--- config.mk ---
export PLATFORM = sky130hd
export DESIGN_NAME = kgp_pipelined_subtractor_flat
export DESIGN_NICKNAME = d
export VERILOG_FILES = /design/src/rtl/kgp_pkg.sv /design/src/rtl/kgp_pipelined_subtractor_if.sv /design/src/rtl/kgp_prefix_level.sv /design/src/rtl/kgp_pipelined_subtractor.sv /design/src/flat_wrapper.sv
export SDC_FILE = /design/constraint.sdc
export NUM_CORES = 1
export LEC_CHECK = 0
export CAP_MARGIN = 25
export CORE_ASPECT_RATIO = 1.25
export CORE_MARGIN = 5
export CORE_UTILIZATION = 63
export DETAILED_ROUTE_END_ITERATION = 6
export PLACE_DENSITY = 0.85
export SYNTH_ARGS = -nofsm -noshare
export SYNTH_HDL_FRONTEND = slang
export SYNTH_SLANG_ARGS = --single-unit
--- constraint.sdc ---
create_clock -name clk -period 2.4 [get_ports clk]
set_input_delay 0.24 -clock clk [delete_from_list [all_inputs] [get_ports clk]]
set_output_delay 0.24 -clock clk [all_outputs]
set_load 0.05 [all_outputs]
--- src/rtl/kgp_pkg.sv ---
// rtl/kgp_pkg.sv - kill/generate/propagate encoding and prefix combine operator
package kgp_pkg;

  typedef logic [1:0] kgp_t;

  localparam kgp_t KGP_KILL = 2'b00;
  localparam kgp_t KGP_PROP = 2'b01;
  localparam kgp_t KGP_GEN  = 2'b10;

  localparam int PREFIX_LEVELS = 5;

  // hi o lo: a definite hi element wins, a propagating one defers to lo
  function automatic kgp_t kgp_combine(kgp_t hi, kgp_t lo);
    case (hi)
      KGP_KILL: return KGP_KILL;
      KGP_GEN:  return KGP_GEN;
      default:  return lo;
    endcase
  endfunction

  function automatic kgp_t kgp_bit(logic a, logic b);
    if (a & b) return KGP_GEN;
    if (~a & ~b) return KGP_KILL;
    return KGP_PROP;
  endfunction

endpackage

--- src/rtl/kgp_pipelined_subtractor_if.sv ---
// rtl/kgp_pipelined_subtractor_if.sv - operand/result handshake bundle of the subtractor
interface kgp_pipelined_subtractor_if #(
  parameter int WIDTH = 32
);

  logic             in_valid;
  logic             in_ready;
  logic [WIDTH-1:0] A;
  logic [WIDTH-1:0] B;
  logic             out_valid;
  logic             out_ready;
  logic [WIDTH-1:0] D;
  logic             Bo;
  logic             N;
  logic             Z;
  logic             V;

  modport master (
    output in_valid, A, B, out_ready,
    input  in_ready, out_valid, D, Bo, N, Z, V
  );

  modport slave (
    input  in_valid, A, B, out_ready,
    output in_ready, out_valid, D, Bo, N, Z, V
  );

endinterface

--- src/rtl/kgp_prefix_level.sv ---
// rtl/kgp_prefix_level.sv - one recursive-doubling level: element i absorbs element i-K
module kgp_prefix_level
  import kgp_pkg::*;
#(
  parameter int WIDTH = 32,
  parameter int K     = 1
) (
  input  kgp_t [WIDTH-1:0] prefix_in,
  output kgp_t [WIDTH-1:0] prefix_out
);

  for (genvar i = 0; i < WIDTH; i++) begin : g_elem
    if (i >= K) begin : g_combine
      assign prefix_out[i] = kgp_combine(prefix_in[i], prefix_in[i-K]);
    end else begin : g_pass
      assign prefix_out[i] = prefix_in[i];
    end
  end

endmodule

--- src/rtl/kgp_pipelined_subtractor.sv ---
// rtl/kgp_pipelined_subtractor.sv - 3-stage KGP prefix subtractor D = A + ~B + 1 with N/Z/V/borrow
module kgp_pipelined_subtractor
  import kgp_pkg::*;
#(
  parameter int WIDTH     = 32,
  parameter int LEVELS_S2 = 3
) (
  input logic                       clk,
  input logic                       rst_n,
  kgp_pipelined_subtractor_if.slave bus
);

  localparam int LEVELS_S3 = PREFIX_LEVELS - LEVELS_S2;

  logic en;
  logic v1, v2, v3;

  logic [WIDTH-1:0] s1_a, s1_nb;
  kgp_t [WIDTH-1:0] s1_kgp;
  logic [WIDTH-1:0] s2_a, s2_nb;
  kgp_t [WIDTH-1:0] s2_kgp;

  logic [WIDTH-1:0] d_q;
  logic             bo_q, n_q, z_q, ov_q;

  // The whole pipe advances together; bubbles are intentionally not squeezed out
  assign en           = ~(v3 & ~bus.out_ready);
  assign bus.in_ready = en;

  logic [WIDTH-1:0] nb_in;
  kgp_t [WIDTH-1:0] bit_kgp;

  assign nb_in = ~bus.B;

  // Carry-in of 1 folded into element 0 so the prefix at bit i already includes it
  for (genvar i = 0; i < WIDTH; i++) begin : g_bit_kgp
    if (i == 0) begin : g_seed
      assign bit_kgp[i] = kgp_combine(kgp_bit(bus.A[i], nb_in[i]), KGP_GEN);
    end else begin : g_plain
      assign bit_kgp[i] = kgp_bit(bus.A[i], nb_in[i]);
    end
  end

  always_ff @(posedge clk or negedge rst_n) begin
    if (!rst_n) begin
      v1     <= 1'b0;
      s1_a   <= '0;
      s1_nb  <= '0;
      s1_kgp <= '0;
    end else if (en) begin
      v1 <= bus.in_valid;
      if (bus.in_valid) begin
        s1_a   <= bus.A;
        s1_nb  <= nb_in;
        s1_kgp <= bit_kgp;
      end
    end
  end

  kgp_t [WIDTH-1:0] s2_chain [LEVELS_S2+1];

  assign s2_chain[0] = s1_kgp;

  for (genvar l = 0; l < LEVELS_S2; l++) begin : g_s2_level
    kgp_prefix_level #(
      .WIDTH (WIDTH),
      .K     (1 << l)
    ) u_level (
      .prefix_in  (s2_chain[l]),
      .prefix_out (s2_chain[l+1])
    );
  end

  always_ff @(posedge clk or negedge rst_n) begin
    if (!rst_n) begin
      v2     <= 1'b0;
      s2_a   <= '0;
      s2_nb  <= '0;
      s2_kgp <= '0;
    end else if (en) begin
      v2 <= v1;
      if (v1) begin
        s2_a   <= s1_a;
        s2_nb  <= s1_nb;
        s2_kgp <= s2_chain[LEVELS_S2];
      end
    end
  end

  kgp_t [WIDTH-1:0] s3_chain [LEVELS_S3+1];

  assign s3_chain[0] = s2_kgp;

  for (genvar l = 0; l < LEVELS_S3; l++) begin : g_s3_level
    kgp_prefix_level #(
      .WIDTH (WIDTH),
      .K     (1 << (l + LEVELS_S2))
    ) u_level (
      .prefix_in  (s3_chain[l]),
      .prefix_out (s3_chain[l+1])
    );
  end

  kgp_t [WIDTH-1:0] pfx;
  logic [WIDTH-1:0] carry;
  logic [WIDTH-1:0] sum;
  logic             carry_out;
  logic             ovf;

  assign pfx = s3_chain[LEVELS_S3];

  // After the last level every element is resolved to KILL or GEN
  for (genvar i = 0; i < WIDTH; i++) begin : g_carry
    if (i == 0) begin : g_cin
      assign carry[i] = 1'b1;
    end else begin : g_cprefix
      assign carry[i] = (pfx[i-1] == KGP_GEN);
    end
  end

  assign sum       = s2_a ^ s2_nb ^ carry;
  assign carry_out = (pfx[WIDTH-1] == KGP_GEN);
  // A and B differ in sign exactly when A and ~B agree
  assign ovf       = (s2_a[WIDTH-1] == s2_nb[WIDTH-1]) && (sum[WIDTH-1] != s2_a[WIDTH-1]);

  always_ff @(posedge clk or negedge rst_n) begin
    if (!rst_n) begin
      v3   <= 1'b0;
      d_q  <= '0;
      bo_q <= 1'b0;
      n_q  <= 1'b0;
      z_q  <= 1'b0;
      ov_q <= 1'b0;
    end else if (en) begin
      v3 <= v2;
      if (v2) begin
        d_q  <= sum;
        bo_q <= ~carry_out;
        n_q  <= sum[WIDTH-1];
        z_q  <= (sum == '0);
        ov_q <= ovf;
      end
    end
  end

  assign bus.out_valid = v3;
  assign bus.D         = d_q;
  assign bus.Bo        = bo_q;
  assign bus.N         = n_q;
  assign bus.Z         = z_q;
  assign bus.V         = ov_q;

endmodule

--- src/flat_wrapper.sv ---
// flat-port wrapper written by rule: the top's interface ports become plain ports
module kgp_pipelined_subtractor_flat import kgp_pkg::*;
#(
  parameter int WIDTH     = 32,
  parameter int LEVELS_S2 = 3
)
  (clk, rst_n, bus_in_valid, bus_A, bus_B, bus_out_ready, bus_in_ready, bus_out_valid, bus_D, bus_Bo, bus_N, bus_Z, bus_V);
  kgp_pipelined_subtractor_if #(.WIDTH(WIDTH)) bus_i ();
  input logic clk;
  input logic rst_n;
  input wire logic [$bits(bus_i.in_valid)-1:0] bus_in_valid;
  input wire logic [$bits(bus_i.A)-1:0] bus_A;
  input wire logic [$bits(bus_i.B)-1:0] bus_B;
  input wire logic [$bits(bus_i.out_ready)-1:0] bus_out_ready;
  output wire logic [$bits(bus_i.in_ready)-1:0] bus_in_ready;
  output wire logic [$bits(bus_i.out_valid)-1:0] bus_out_valid;
  output wire logic [$bits(bus_i.D)-1:0] bus_D;
  output wire logic [$bits(bus_i.Bo)-1:0] bus_Bo;
  output wire logic [$bits(bus_i.N)-1:0] bus_N;
  output wire logic [$bits(bus_i.Z)-1:0] bus_Z;
  output wire logic [$bits(bus_i.V)-1:0] bus_V;
  assign bus_i.in_valid = bus_in_valid;
  assign bus_i.A = bus_A;
  assign bus_i.B = bus_B;
  assign bus_i.out_ready = bus_out_ready;
  assign bus_in_ready = bus_i.in_ready;
  assign bus_out_valid = bus_i.out_valid;
  assign bus_D = bus_i.D;
  assign bus_Bo = bus_i.Bo;
  assign bus_N = bus_i.N;
  assign bus_Z = bus_i.Z;
  assign bus_V = bus_i.V;
  kgp_pipelined_subtractor #(.WIDTH(WIDTH), .LEVELS_S2(LEVELS_S2)) u_core (.clk(clk), .rst_n(rst_n), .bus(bus_i));
endmodule
# Word level (Yosys, flattened, before mapping)
# Cells that the tools add are included.
word_totals:
  reg_bits: 295
  latchBits: 0
  ramBits: 0
  mem_bits_ro: 0
  in_bits: 68
  output_inout_bits: 38
  wordCells: 863
  n_memories: 0
op_classes:
  n_addsub: 0
  mul: 0
  n_div: 0
  order_cmp: 0
  eq_ne: 163
  shifts: 0
  mux: 354
  bitwise_logic: 135
  reduce_logical: 135
op_table:
  columns: ["operator", "n"]
  rows:
  - ["$pmux W2 S2", 129]
  - ["$eq A2 B2 Y1 const B", 161]
  - ["$logic_not A2 Y1", 130]
  - ["$mux W2", 129]
  - ["$mux W1", 96]
  - ["$not A1 Y1", 67]
  - ["$and A1 B1 Y1", 65]
  - ["$xor A32 B32 Y32", 2]
  - ["$logic_not A32 Y1", 1]
  - ["$not A32 Y32", 1]
  - ["$reduce_and A2 Y1", 3]
  - ["$eq A1 B1 Y1", 1]
  - ["$logic_and A1 B1 Y1", 1]
  - ["$ne A1 B1 Y1", 1]

# Depth between registers and ports, before layout
# Gate-level depths: netlist of the first run.
depth:
  depth_word: 9
  depth_mapped: 9
  depth_no_buf: 6

# Cells and area by module
# A second synthesis of the first run with hierarchy kept.
hier_totals:
  hier_cells: 1165
  area_unflattened_um2: 15041.9
by_module_without_submodules:
  columns: ["module", "n_inst", "cells_each", "area_each_um2", "seq_area_each_um2"]
  rows:
  - ["kgp_pipelined_subtractor", 1, 845, 12095.4, 7332.0]
  - ["kgp_prefix_level (u_core.g_s3_level[1].u_level)", 1, 64, 600.6, 0.0]
  - ["kgp_prefix_level (u_core.g_s2_level[0].u_level)", 1, 64, 596.8, 0.0]
  - ["kgp_prefix_level (u_core.g_s2_level[1].u_level)", 1, 64, 593.1, 0.0]
  - ["kgp_prefix_level (u_core.g_s2_level[2].u_level)", 1, 64, 585.6, 0.0]
  - ["kgp_prefix_level (u_core.g_s3_level[0].u_level)", 1, 64, 570.5, 0.0]

# Least setup slack after synthesis of the first run
# Ideal clock, no wire load.
synth_timing:
  kind: "register to register"
  start: "reg u_core.v3 (netlist: u_core.bus.out_valid)"
  end: "reg u_core.s1_a[31]"
  arrival_time_ps: 1875
  required_ps: 2275
  setup_slack_ps: 400
  stages_incl_launch_ff: 7
  n_path_buf: 3
  path_cell_list: "dfrtp_1 nand2b_1 buf_2 nand2_1 buf_2 buf_2 mux2_2"
synth_between:
  elab_chain_cells: 3
synth_lines:
  columns: ["item", "line", "rtl"]
  rows:
  - ["from (decl)", "kgp_pipelined_subtractor.sv:16", "logic v1, v2, v3;"]
  - ["from (signal assigned)", "kgp_pipelined_subtractor.sv:135", "v3 <= v2;"]
  - ["$and A1 B1 Y1", "kgp_pipelined_subtractor.sv:27", "assign en = ~(v3 & ~bus.out_ready);"]
  - ["$not A1 Y1 (no line)", null, null]
  - ["via bus_in_ready", "flat_wrapper.sv:15", "output wire logic [$bits(bus_i.in_ready)-1:0] bus_in_ready;"]
  - ["$reduce_and A2 Y1 (no line)", null, null]
  - ["to (signal assigned)", "kgp_pipelined_subtractor.sv:53", "s1_a <= bus.A;"]
  - ["to (decl)", "kgp_pipelined_subtractor.sv:18", "logic [WIDTH-1:0] s1_a, s1_nb;"]
# The timed path passes the listed nets, and every way through them passes these cells.
# A chain may end at the register's enable or synchronous reset.

# Final worst setup path of the first run
layout_timing:
  start: "reg u_core.s2_kgp[5] in the netlist's numbering"
  end: "reg u_core.z_q (netlist: u_core.bus.Z)"
layout_between:
  elab_chain_cells: 5
  word_cells_on_any_way: 9
layout_lines:
  columns: ["item", "line", "rtl"]
  rows:
  - ["from (decl)", "kgp_pipelined_subtractor.sv:21", "kgp_t [WIDTH-1:0] s2_kgp;"]
  - ["from (signal assigned)", "kgp_pipelined_subtractor.sv:85", "s2_kgp <= s2_chain[LEVELS_S2];"]
  - ["$pmux W2 S2 (2 in a row)", "kgp_pkg.sv:14", "case (hi)"]
  - ["$eq A2 B2 Y1", "kgp_pipelined_subtractor.sv:117", "assign carry[i] = (pfx[i-1] == KGP_GEN);"]
  - ["$xor A32 B32 Y32 (*)", "kgp_pipelined_subtractor.sv:121", "assign sum = s2_a ^ s2_nb ^ carry;"]
  - ["$logic_not A32 Y1 (*)", "kgp_pipelined_subtractor.sv:140", "z_q <= (sum == '0);"]
  - ["to (signal assigned)", "kgp_pipelined_subtractor.sv:140", null]
  - ["to (decl)", "kgp_pipelined_subtractor.sv:24", "logic bo_q, n_q, z_q, ov_q;"]
# Mark *: on every way between the ends. The rest lies on a longest branch, timed or not.

==> reports/metrics.cfg, run 1 <==
[grt]
grt_max_degree=66
overflow=0
grt_pass1_wl_mm=47.01
antenna_found_initial=1
grt_pass1_vias=9016
grtUsageTotal_pct=24.27

[drt]
wl_per_cell_um=18.85
vias=8828
antenna_left=0
wl_mm=28.50
viasPerCell=5.839
drc_errors=0
drt_iter0_drc=579
dr.pass1.iters=7

[layout]
fin_area_um2=15480
fill_cells=1229
drive_above_1_share_pct=21.42
synthToLayoutAreaGrowth_pct=18.74
nets=1319
antenna_cells=0
instances_no_fill=1512

[logic_synthesis]
synth_edf_count=0
postSynthCellCount=1123
avgSynthCellArea_um2=11.61
ys_top_cells_by_count=dfrtp_1 (285), mux2_2 (179), nand2_1 (145), o21ai_0 (104), xnor2_1 (54)
ys_seq_elements=285
yosys-top-cells-area=dfrtp_1 (55%), mux2_2 (15%), nand2_1 (4.2%), o21ai_0 (4.0%), mux2i_1 (3.9%)
yosysWarnings=0
syn_area_um2=13040
ys_async_sr_fraction_pct=100.0
synth_area_leader_cell=dfrtp_1
synth_nets=1222
synth_top_area_share_pct=54.71
ys_seq_area_share_pct=54.71
synth_ff_type=dfrtp_1
synth.distinct_cells=35
synth_most_common_cell=dfrtp_1

[place]
hpwl_mm=19.97
routabilityCongestion=0.8843
dp_slack_ns=0.2693
dp_cells=1459
post_dp_cell_area_um2=14450
portBuffers=105

[worst_setup_path]
cp-end-kind=flip-flop
crit_path_start_kind=flip-flop
reg2reg_depth=7
cp_max_fo=3
crit_required_ns=2.86
path_class=flip-flop to flip-flop
cp.arrival_ns=2.60

[power_and_ir_drop]
leakage_nw=6.889
power_density_nw_per_um2=1304
total_power_mw=20.19
ir_drop_uv=893.7

[cts]
cts.sinks=285
clk_pin_slew_ns=0.07
cts.path.max_buffers=3
ctsResizeCount=0
cts_buffers=28
post_cts_buffers=0
worstSkewPairLatency_ns=0.54
cts_tree=done
root_buffer=clkbuf_16
cts_max_level=1
ctsHoldBuffers=1

[floorplan]
chipHeight_um=170.8
die_w_um=138.7
rows=58
io_pins=106
core_area_um2=20250
dieArea_um2=23690
start_util_pct=64.39

[run_status]
status=completed

[timing]
slew_headroom_pct=65.80
finalCritPeriodShare_pct=89.11
fin_ws_ns=0.2615
hold_violations=0
tightestPinTransition_ns=0.5114
setup_tns_ns=0
rsz0062_at_grt=no
drv_slew=0
setup_viol=0
fmax_mhz=467.6
finClkSkew_ns=0.01514
period_needed_ns=2.139

[job]
cap_violations=0

[hold_path]
hold_path_class=input port to asynchronous set/reset pin

==> cell usage in the layout, fill, tap and decap left out, types with 2 or more instances in the layout <==
cell / instances
clkinv_2: 6
nand4_1: 31
nor3_1: 2
clkbuf_1: 4
mux2i_1: 51
o22ai_1: 2
nand2_4: 2
o21ai_1: 3
dfrtp_1: 285
buf_12: 7
clkbuf_16: 29
o211ai_1: 4
nor2b_1: 7
o31ai_1: 15
nand2_1: 143
nand3_1: 2
ha_1: 31
o31a_1: 2
or3_1: 2
nor4_1: 3
mux2_2: 179
a21oi_1: 35
clkbuf_8: 6
clkinvlp_4: 2
clkdlybuf4s50_1: 103
a211oi_1: 6
o21ai_0: 104
xnor2_1: 54
inv_1: 36
buf_4: 24
nand2b_1: 7
nor2_1: 26
nand3b_1: 4
or2_2: 3
a31oi_1: 2
bufinv_16: 5
xor2_1: 9
==> worst paths after layout <==
check | to | from | slack (ns)
max | u_core.bus.Z$_DFFE_PN0P_ | u_core.s2_kgp[5]$_DFFE_PN0P_ | 0.26
min | u_core.s1_a[11]$_DFFE_PN0P_ | rst_n | 0.25
max reg2reg | u_core.bus.Z$_DFFE_PN0P_ | u_core.s2_kgp[5]$_DFFE_PN0P_ | 0.26
min reg2reg | u_core.s1_nb[9]$_DFFE_PN0P_ | u_core.s1_nb[9]$_DFFE_PN0P_ | 0.48
max in group asynchronous | u_core.s2_kgp[57]$_DFFE_PN0P_ | rst_n | 1.43
min in group clk | u_core.s1_nb[11]$_DFFE_PN0P_ | bus_B[11] | 0.29
==> flip-flops by register name, summed over array words and instances (netlist names) <==
register	cells
u_core.s2_a	32
u_core.s2_nb	32
u_core.bus.Z	1
u_core.bus.V	1
u_core.bus.D	32
u_core.s1_a	32
u_core.v2	1
u_core.bus.out_valid	1
u_core.v1	1
u_core.s1_kgp	63
u_core.s1_nb	32
u_core.bus.Bo	1
u_core.s2_kgp	56
==> per-layer routing <==
layer  wire length [um]  GRT usage [%]  share of wire, %  vias up
li1                   -              -                 -     4097
met1              11800          32.22                41     4371
met2              14230          42.14                50      292
met3               1608          3.131               5.6       66
met4                849          7.872               3.0        2
met5                 12              0             0.042        -
==> worst max-delay path: stages, from the launching register on <==
cell	delay [ns]
dfrtp_1	0.42
mux2i_1	0.37
a21oi_1	0.24
xnor2_1	0.22
nor4_1	0.37
buf_4	0.20
nand4_1	0.10
o21ai_1	0.14
==> final cells by class <==
class	count	area [um2]	area share [%]
Tap cell	270	337.8	2.183
Timing Repair Buffer	136	1376	8.892
Sequential cell	285	7132	46.08
Multi-Input combinational cell	733	5479	35.40
Clock inverter	13	195.2	1.261
Clock buffer	39	823.3	5.319
Inverter	36	135.1	0.8730
==> stage by stage <==
stage | utilization [%] | hold slack (ns)
2_1_floorplan | - | -0.05559
6_report | 76.45 | 0.2458
4_1_cts | 76.45 | 0.2547
3_3_place_gp | 71.37 | 0.2238
3_5_place_dp | 71.37 | 0.2228
5_1_grt | 76.45 | 0.2842
==> cell families (layout without fill, tap and decap cells) <==
| family | after synthesis | after routing | share of synthesized area [%] |
|---|---|---|---|
| buffers and inverters | 105 | 224 | 3.378 |
| AOI/OAI and AO/OA | 175 | 175 | 7.381 |
| DFF | 285 | 285 | 54.71 |
| xor gates and xnor gates | 63 | 63 | 4.233 |
| adders and majority gates | 31 | 31 | 2.975 |
| and+or+nand+nor | 234 | 234 | 7.947 |
| muxes | 230 | 230 | 19.38 |
==> power breakdown <==
part / leakage, nW / switching, mW / internal [mW]
clock network: 0.500 / 1.85 / 2.93
registers: 3.51 / 1.37 / 6.43
logic: 2.88 / 4.29 / 3.32
total: 6.89 / 7.51 / 12.7
Power figures use the tool's default switching activity.
==> run 2: changes to the inputs <==
CAP_MARGIN = unset   (was 25)
==> results of run 2 <==
The final DEF is identical to that of run 1; final timing and power are the same.
